[src/rtl/rv_mem_pkg.sv]
// Shared definitions for the load/store path: funct3 encodings, FSM states and widths.
package rv_mem_pkg;

    localparam int XLEN = 32;

    localparam logic [2:0] F3_B  = 3'b000;
    localparam logic [2:0] F3_H  = 3'b001;
    localparam logic [2:0] F3_W  = 3'b010;
    localparam logic [2:0] F3_BU = 3'b100;
    localparam logic [2:0] F3_HU = 3'b101;

    typedef enum logic [1:0] {
        IDLE = 2'd0,
        RD   = 2'd1,
        WR   = 2'd2,
        RESP = 2'd3
    } lsu_state_t;

    // Unsigned variants only make sense for loads.
    function automatic logic f3_legal(input logic [2:0] f3, input logic is_store);
        logic ok;
        case (f3)
            F3_B, F3_H, F3_W: ok = 1'b1;
            F3_BU, F3_HU:     ok = !is_store;
            default:          ok = 1'b0;
        endcase
        f3_legal = ok;
    endfunction

endpackage

[src/rtl/lsu_align.sv]
// Byte-lane steering: merges sub-word store data into a word and extracts/extends load data.
module lsu_align
    import rv_mem_pkg::*;
(
    input  logic [2:0]      funct3,
    input  logic [1:0]      addr_lo,
    input  logic [XLEN-1:0] rd_word,
    input  logic [XLEN-1:0] wdata,
    output logic [XLEN-1:0] store_word,
    output logic [XLEN-1:0] load_word,
    output logic            misalign
);

    logic [4:0]  bit_off;
    logic [7:0]  sel_byte;
    logic [15:0] sel_half;

    assign bit_off  = {addr_lo, 3'b000};
    assign sel_byte = rd_word[bit_off +: 8];
    assign sel_half = addr_lo[1] ? rd_word[31:16] : rd_word[15:0];

    always_comb begin
        load_word  = '0;
        store_word = rd_word;
        misalign   = 1'b0;
        case (funct3)
            F3_B: begin
                load_word                 = {{24{sel_byte[7]}}, sel_byte};
                store_word[bit_off +: 8]  = wdata[7:0];
            end
            F3_BU: begin
                load_word = {24'b0, sel_byte};
            end
            F3_H: begin
                load_word = {{16{sel_half[15]}}, sel_half};
                misalign  = addr_lo[0];
                if (addr_lo[1]) begin
                    store_word[31:16] = wdata[15:0];
                end else begin
                    store_word[15:0] = wdata[15:0];
                end
            end
            F3_HU: begin
                load_word = {16'b0, sel_half};
                misalign  = addr_lo[0];
            end
            F3_W: begin
                load_word  = rd_word;
                store_word = wdata;
                misalign   = |addr_lo;
            end
            default: begin
                load_word  = '0;
                store_word = rd_word;
                misalign   = 1'b0;
            end
        endcase
    end

endmodule

[src/rtl/load_store_unit.sv]
// Load/store unit: turns RISC-V B/H/W loads and stores into word accesses on Mem_Datos.
//
//   state | meaning
//   IDLE  | ready; request accepted and checked here
//   RD    | Address presented, Read_Data captured into rd_buf
//   WR    | Write_EN high for one cycle with merged WriteData
//   RESP  | resp_valid pulse with registered rdata/err
module load_store_unit
    import rv_mem_pkg::*;
#(
    parameter int DEPTH = 256
) (
    input  logic            CLK,
    input  logic            RST,
    input  logic            req_valid,
    output logic            req_ready,
    input  logic            req_we,
    input  logic [2:0]      req_funct3,
    input  logic [XLEN-1:0] req_addr,
    input  logic [XLEN-1:0] req_wdata,
    output logic            resp_valid,
    output logic [XLEN-1:0] resp_rdata,
    output logic            resp_err,
    output logic [XLEN-1:0] Address,
    output logic [XLEN-1:0] WriteData,
    output logic            Write_EN,
    input  logic [XLEN-1:0] Read_Data
);

    lsu_state_t      state;
    logic            we_q;
    logic [2:0]      f3_q;
    logic [1:0]      addr_lo_q;
    logic [XLEN-1:0] wdata_q;
    logic [XLEN-1:0] rd_buf;

    logic            idle;
    logic            accept;
    logic [2:0]      al_funct3;
    logic [1:0]      al_addr_lo;
    logic [XLEN-1:0] al_rd_word;
    logic [XLEN-1:0] al_wdata;
    logic [XLEN-1:0] store_word;
    logic [XLEN-1:0] load_word;
    logic            misalign;
    logic            illegal;
    logic            out_of_range;
    logic            req_err;

    assign idle      = (state == IDLE);
    assign req_ready = idle;
    assign accept    = req_valid && idle;

    // The aligner is shared: in IDLE it looks at the incoming request (misalign
    // check, SW data); afterwards at the latched request. In RD it sees Read_Data
    // directly so merge/extract results can be registered on the RD exit edge.
    assign al_funct3  = idle ? req_funct3 : f3_q;
    assign al_addr_lo = idle ? req_addr[1:0] : addr_lo_q;
    assign al_wdata   = idle ? req_wdata : wdata_q;
    assign al_rd_word = (state == RD) ? Read_Data : rd_buf;

    lsu_align u_align (
        .funct3     (al_funct3),
        .addr_lo    (al_addr_lo),
        .rd_word    (al_rd_word),
        .wdata      (al_wdata),
        .store_word (store_word),
        .load_word  (load_word),
        .misalign   (misalign)
    );

    assign illegal      = !f3_legal(req_funct3, req_we);
    assign out_of_range = (req_addr >> 2) >= 32'(DEPTH);
    assign req_err      = misalign || illegal || out_of_range;

    always_ff @(posedge CLK) begin
        if (RST) begin
            state      <= IDLE;
            we_q       <= 1'b0;
            f3_q       <= '0;
            addr_lo_q  <= '0;
            wdata_q    <= '0;
            rd_buf     <= '0;
            resp_valid <= 1'b0;
            resp_rdata <= '0;
            resp_err   <= 1'b0;
            Address    <= '0;
            WriteData  <= '0;
            Write_EN   <= 1'b0;
        end else begin
            resp_valid <= 1'b0;
            resp_rdata <= '0;
            resp_err   <= 1'b0;
            Write_EN   <= 1'b0;
            case (state)
                IDLE: begin
                    if (accept) begin
                        we_q      <= req_we;
                        f3_q      <= req_funct3;
                        addr_lo_q <= req_addr[1:0];
                        wdata_q   <= req_wdata;
                        Address   <= {2'b00, req_addr[31:2]};
                        if (req_err) begin
                            state      <= RESP;
                            resp_valid <= 1'b1;
                            resp_err   <= 1'b1;
                        end else if (req_we && (req_funct3 == F3_W)) begin
                            state     <= WR;
                            Write_EN  <= 1'b1;
                            WriteData <= store_word;
                        end else begin
                            state <= RD;
                        end
                    end
                end
                RD: begin
                    rd_buf <= Read_Data;
                    if (we_q) begin
                        state     <= WR;
                        Write_EN  <= 1'b1;
                        WriteData <= store_word;
                    end else begin
                        state      <= RESP;
                        resp_valid <= 1'b1;
                        resp_rdata <= load_word;
                    end
                end
                WR: begin
                    state      <= RESP;
                    resp_valid <= 1'b1;
                end
                RESP: begin
                    state <= IDLE;
                end
                default: begin
                    state <= IDLE;
                end
            endcase
        end
    end

endmodule
[config.mk]
export PLATFORM = sky130hd
export DESIGN_NAME = load_store_unit
export DESIGN_NICKNAME = d
export VERILOG_FILES = /design/src/rtl/rv_mem_pkg.sv /design/src/rtl/lsu_align.sv /design/src/rtl/load_store_unit.sv
export SDC_FILE = /design/constraint.sdc
export NUM_CORES = 1
export LEC_CHECK = 0
export CAP_MARGIN = 20
export CORE_UTILIZATION = 40
export DETAILED_ROUTE_END_ITERATION = 16
export PLACE_DENSITY = 0.7
export SYNTH_ARGS = -nofsm -noshare
export SYNTH_HDL_FRONTEND = slang
export SYNTH_SLANG_ARGS = --single-unit
export TNS_END_PERCENT = 10
[constraint.sdc]
create_clock -name CLK -period 4 [get_ports CLK]
set_input_delay 0.4 -clock CLK [delete_from_list [all_inputs] [get_ports CLK]]
set_output_delay 0.4 -clock CLK [all_outputs]
set_load 0.05 [all_outputs]
==> Yosys cells after proc, flatten, opt, wreduce, memory -nomap -nowiden <==
Index checks and enable logic that the tools add are counted.
{ "word_totals": {"reg_bits": 169, "input_bits": 103, "out_inout_bits": 100, "elab_cells": 83} }
{ "classes": {"add_sub_neg": 1, "n_lt_le_gt_ge": 1, "eq_ne": 15, "shift": 3, "n_mux": 31, "n_bitwise": 2, "reduce_logical": 18} }
{ "ops": {"columns": ["operator", "n"], "rows": [
  ["$mux W32", 6],
  ["$pmux W32 S5", 1],
  ["$pmux W32 S3", 1],
  ["$pmux W32 S2", 1],
  ["$mux W16", 3],
  ["$bwmux W32", 1],
  ["$shift A8 B7 Y32 const A", 1],
  ["$shiftx A32 B6 Y8", 1],
  ["$shiftx A8 B7 Y32", 1],
  ["$ge A30 B9 Y1 const B", 1],
  ["$eq A3 B3 Y1 const B", 4],
  ["$mux W1", 8],
  ["$mux W2", 4],
  ["$pmux W2 S4", 1],
  ["$reduce_or A2 Y1", 4],
  ["$neg A5 Y7", 1],
  ["$eq A3 B1 Y1 const B", 2],
  ["$eq A3 B2 Y1 const B", 2],
  ["$logic_not A3 Y1", 2],
  ["$pmux W1 S2", 3],
  ["$reduce_or A3 Y1", 2],
  ["$reduce_and A5 Y1", 1],
  ["$eq A2 B2 Y1 const B", 2],
  ["$ne A2 B1 Y1 const B", 2],
  ["11 further kinds", 16]
]} }

==> Longest topological paths before layout <==
{ "logic_depth": {"ltp_word": 10, "mapped_depth": 14, "depth_no_buf": 10} }

==> Hierarchy <==
Synthesis repeated with hierarchy kept, for this count alone.
{ "hier_totals": {"hier_cells": 1075, "area_unflattened_um2": 8978.6} }
{ "modules_own_cells": {"columns": ["mod", "instances", "cells_per_inst", "area_each_um2", "seq_area_each_um2"], "rows": [
  ["load_store_unit", 1, 697, 6678.9, 3383.2],
  ["lsu_align", 1, 378, 2299.7, 0.0]
]} }

==> Least setup slack after synthesis <==
No wires, ideal clock.
{ "synth_path": {"kind": "register to register", "startpoint": "reg state[0]", "endpoint": "reg WriteData[31]", "setup_time_ns": 0.086, "arrival_ns": 3.287, "t_required_ns": 3.914, "path_slack_ns": 0.627, "stages_incl_launch_ff": 14, "path_buffers": 4, "synth_period_minus_slack_ns": 3.373, "cell_sequence": "dfxtp_1 > inv_1 > ha_1 > buf_6 > buf_6 > mux2i_4 > buf_4 > buf_2 > ha_1 > nor3b_1 > a32oi_1 > o32ai_1 > nor2_1 > a221oi_2"} }
{ "synth_between": {"elab_chain_cells": 10, "word_cells_on_any_way": 33, "classes_between": "add/sub: 1; eq/ne: 8; shift: 2; mux: 13; reduce/logical: 9"} }
{ "synth_rtl": {"columns": ["item", "line_no", "source"], "rows": [
  ["from (decl)", "load_store_unit.sv:30", "lsu_state_t state;"],
  ["from (signal assigned)", "load_store_unit.sv:78", "state <= IDLE;"],
  ["from (signal assigned)", "load_store_unit.sv:104", "state <= RESP;"],
  ["from (signal assigned)", "load_store_unit.sv:108", "state <= WR;"],
  ["$logic_not A2 Y1 *", "load_store_unit.sv:50", "assign idle = (state == IDLE);"],
  ["named net req_ready", "load_store_unit.sv:16", "output logic req_ready,"],
  ["$mux W2", "load_store_unit.sv:58", "assign al_addr_lo = idle ? req_addr[1:0] : addr_lo_q;"],
  ["$neg A5 Y7", "lsu_align.sv:29", "store_word[bit_off +: 8] = wdata[7:0];"],
  ["$shiftx A8 B7 Y32 or $shift A8 B7 Y32 (tied branches)", "lsu_align.sv:29", null],
  ["$bwmux W32", "lsu_align.sv:29", null],
  ["$pmux W32 S3", "lsu_align.sv:26", "case (funct3)"],
  ["$mux W32", "load_store_unit.sv:107", "end else if (req_we && (req_funct3 == F3_W)) begin"],
  ["$mux W32", "load_store_unit.sv:103", "if (req_err) begin"],
  ["$mux W32", "load_store_unit.sv:97", "if (accept) begin"],
  ["$pmux W32 S2", "load_store_unit.sv:95", "case (state)"],
  ["to (signal assigned)", "load_store_unit.sv:110", "WriteData <= store_word;"],
  ["to (signal assigned)", "load_store_unit.sv:121", "WriteData <= store_word;"],
  ["to (decl)", "load_store_unit.sv:25", "output logic [XLEN-1:0] WriteData,"]
]} }
Mark *: on every way through the listed nets, which the timed path passes. The rest lies on a longest branch. The select of a mux whose other input is x is not followed.
A chain may end at the register's enable or synchronous reset.

==> Worst setup path after layout <==
{ "layout_path": {"startpoint": "reg state[0]", "endpoint": "reg WriteData[31]"} }
{ "layout_between": {"elab_chain_cells": 10, "word_cells_on_any_way": 33, "classes_between": "add/sub: 1; eq/ne: 8; shift: 2; mux: 13; reduce/logical: 9"} }
{ "layout_rtl": {"columns": ["item", "line_no"], "rows": [
  ["$logic_not A2 Y1", "load_store_unit.sv:50, load_store_unit.sv:95"],
  ["$mux W2", "load_store_unit.sv:58"],
  ["$neg A5 Y7", "lsu_align.sv:29"],
  ["$shiftx A8 B7 Y32 or $shift A8 B7 Y32 (tied branches)", "lsu_align.sv:29"],
  ["$bwmux W32", "lsu_align.sv:29"],
  ["$pmux W32 S3", "lsu_align.sv:26"],
  ["$mux W32", "load_store_unit.sv:107"],
  ["$mux W32", "load_store_unit.sv:103"],
  ["$mux W32", "load_store_unit.sv:97"],
  ["$pmux W32 S2", "load_store_unit.sv:95"]
]} }
Parallel ways exist; a longest one is shown, timed or not. The select of a mux whose other input is x is not followed.

==> flow_summary.toml <==
[run_status]
status = "completed"

[final_layout]
drive_gt1_share_pct = 12.4
area.sequential_um2 = 3380
fillCellCount = 1970
nNetsFinal = 1238
mostFrequentLayoutCells = "199 x clkdlybuf4s50_1, 169 x dfxtp_1, 158 x nand2_1"
multi_input_area_um2 = 4670
final_common_cell = "clkdlybuf4s50_1"
area_growth_pct = 30.6
diodes = 0

[timing]
rsz0062_at_grt = "false"
slew_viol_final = 0
fmax_ghz = 0.322
fin_crit_sh_pct = 77.7
finalHoldViolCount = 0
period_needed_ns = 3.11
finalSetupTns_ns = 0
max-slew-margin-rel_pct = 38.6
tightest_slew_ns = 0.922
skew_ns = 0.0106
finalSetupViolCount = 0

[clock_network]
cts_sinks = 169
clk_latency_ns = 0.44
htreeDepth = 4
postCtsHoldBufs = 0
cts_tree = "built"
cts-resized-gates = 0
clock_path_buffers = 2
postCtsSetupBuffers = 0
cts_root_buffer = "clkbuf_16"
path_clk_slew_ns = 0.07
numCtsBuffers = 17

[logic_synthesis]
ys_top_cells_by_area = "dfxtp_1 40%, nand2_1 7.0%, mux2_2 5.9%"
yosysTopAreaCell = "dfxtp_1"
synth-edff-count = 0
async_flop_share_pct = 0
ys_seq_area_share_pct = 39.6
syn_avg_cell_area_um2 = 8.79
synth_top_area_share_pct = 39.6
synth_warnings = 0
synthCells = 973
synth_ff_type = "dfxtp_1"
syn_area_um2 = 8550
yosysUniqueCellTypes = 72
ys_seq_elements = 169

[placed_design]
routabilityCongestion = 0.914
portBuffers = 200
detailed_place_hpwl_um = 20000

[critical_path]
reg2reg_setup_slack_ns = 0.89
reg2reg_depth = 9
criticalPathCategory = "register to register"
critPathArrivalTime_ns = 3.46
start_kind = "register"
cp-end-kind = "register"
required_ns = 4.35
cp_max_fo = 8
r2r_end = "WriteData[31]"
r2r_start = "state[0]"

[power]
irDropWorstVdd_mv = 0.301
powerDensity_nw_per_um2 = 666
seq_power_share_pct = 27.4
p_leak_nw = 3.96
power_w = 0.00744
swShare_pct = 44.2
clkPwrFrac_pct = 21.8
p_int_w = 0.00415
p_comb_share_pct = 50.8
switchingPower_w = 0.00329

[floorplanning]
dieArea_um2 = 22000
dieHeight_um = 148
die_w_um = 148
core_um2 = 21000
initial_utilization_pct = 40.7
ios = 203
rows = 53

[global_route]
globalRouteMet3Util_pct = 6.01
grt_max_degree = 84
grt.busiest_layer = "met2"
overflow = 0
antenna_found_initial = 0
grt_first_pass_wirelength_um = 42800
grt_pass1_vias = 7440
use_met2_pct = 39.1
grtUsageMet1_pct = 34.8
grt_usage_pct = 25.4

[route]
drt-initial-drc-count = 878
wl_per_cell_um = 19.7
num_vias = 8070
ant_nets = 0
drt_first_pass_iters = 8
drt_wl_total_um = 27800
drc = 0
via_per_inst = 5.71

[hold_path]
hold_depth = 2
hp-class = "primary input to register"
hp-start = "RST"
hold_end = "rd_buf[16]"

[run]
cap_viol_max_count = 0
## cells in the mapped netlist, drive strengths merged, types with 3 or more instances
cell,number
dfxtp,169
nand2,159
a21oi,101
nor2,78
mux2i,51
buf,47
mux2,46
clkbuf,39
a211oi,27
a311oi,22
o21ai,21
and2,18
nand3,18
a221oi,17
a222oi,15
a22oi,15
a32oi,14
nor3b,12
nor4,12
inv,10
nor2b,10
ha,9
o21ba,7
or2,6
nor3,5
a31oi,4
nor4b,4
a31o,3
and2b,3
nand2b,3
o32ai,3
## cells by family (layout without fill, tap and decap cells)
family / count (synthesis) / after routing / share of synthesized area, %
buffers and inverters: 97 / 262 / 5.98
and+or+nand+nor: 337 / 337 / 18.2
AOI/OAI and AO/OA: 263 / 263 / 22.2
adders and majority gates: 9 / 9 / 1.32
DFF: 169 / 169 / 39.6
muxes: 97 / 97 / 12.7
other: 1 / 2 / 0.0439
## per-layer routing
| metal | vias up | part of all wire, % | wire [um] |
|---|---|---|---|
| met4 | 0 | 2.3 | 639 |
| met5 | - | 0 | 0 |
| li1 | 3832 | - | - |
| met3 | 49 | 8.1 | 2260 |
| met2 | 373 | 45 | 12600 |
| met1 | 3816 | 44 | 12400 |
## cell type report
cell class,instances,share of cell area (%)
clock inverters,14,1.23
multi-input cells,708,41.9
inverters,11,0.392
well taps,275,3.08
repair buffers,219,19.3
flip-flops and latches,169,30.3
clock buffers,18,3.84
## worst max path at each step
stage	cells after the start	to	slack [ns]	from
6_report	9	WriteData[31]	0.89	state[0]
2_1_floorplan	13	WriteData[31]	0.63	state[0]
5_1_grt	9	WriteData[28]	0.66	state[0]
4_1_cts	9	WriteData[31]	0.97	state[0]
3_3_place_gp	9	WriteData[31]	0.84	req_addr[0]
3_5_place_dp	9	WriteData[31]	0.83	req_addr[0]
## worst max-delay path: stages, from the launching register on
cell and delay, ns:
dfxtp_1 0.33, inv_1 0.11, ha_2 0.30, mux2i_4 0.45, ha_1 0.35, nor3b_1 0.74, a32oi_1 0.21, o32ai_1 0.18
nor2_1 0.09, a221oi_2 0.26
## power groups by stage
stage                     logic [W]  registers [W]  clock network [W]
after floorplan             0.00244        0.00234                  0
after global placement      0.00370        0.00206                  0
after detailed placement    0.00370        0.00207                  0
after CTS                   0.00372        0.00204            0.00165
after global routing        0.00402        0.00207            0.00172
final                       0.00377        0.00204            0.00162
## metrics by stage
step | instances | worst slack [ns] | hold slack (ns) | area (um^2) | util, %
after floorplan | 974 | 0.627 | 0.434 | 8550 | -
after global placement | 1382 | 0.842 | 0.439 | 10600 | 50.4
after detailed placement | 1382 | 0.827 | 0.447 | 10600 | 50.4
after CTS | 1414 | 0.967 | 0.363 | 11200 | 53.1
after global routing | 1414 | 0.662 | 0.384 | 11200 | 53.1
final | 1414 | 0.893 | 0.375 | 11200 | 53.1
## state kept, by name, indices dropped and copies added, names as in the netlist
register / flops
WriteData: 32
rd_buf: 32
resp_rdata: 32
wdata_q: 32
Address: 30
f3_q: 3
addr_lo_q: 2
state: 2
Write_EN: 1
resp_err: 1
resp_valid: 1
we_q: 1
Power figures use the tool's default switching activity.
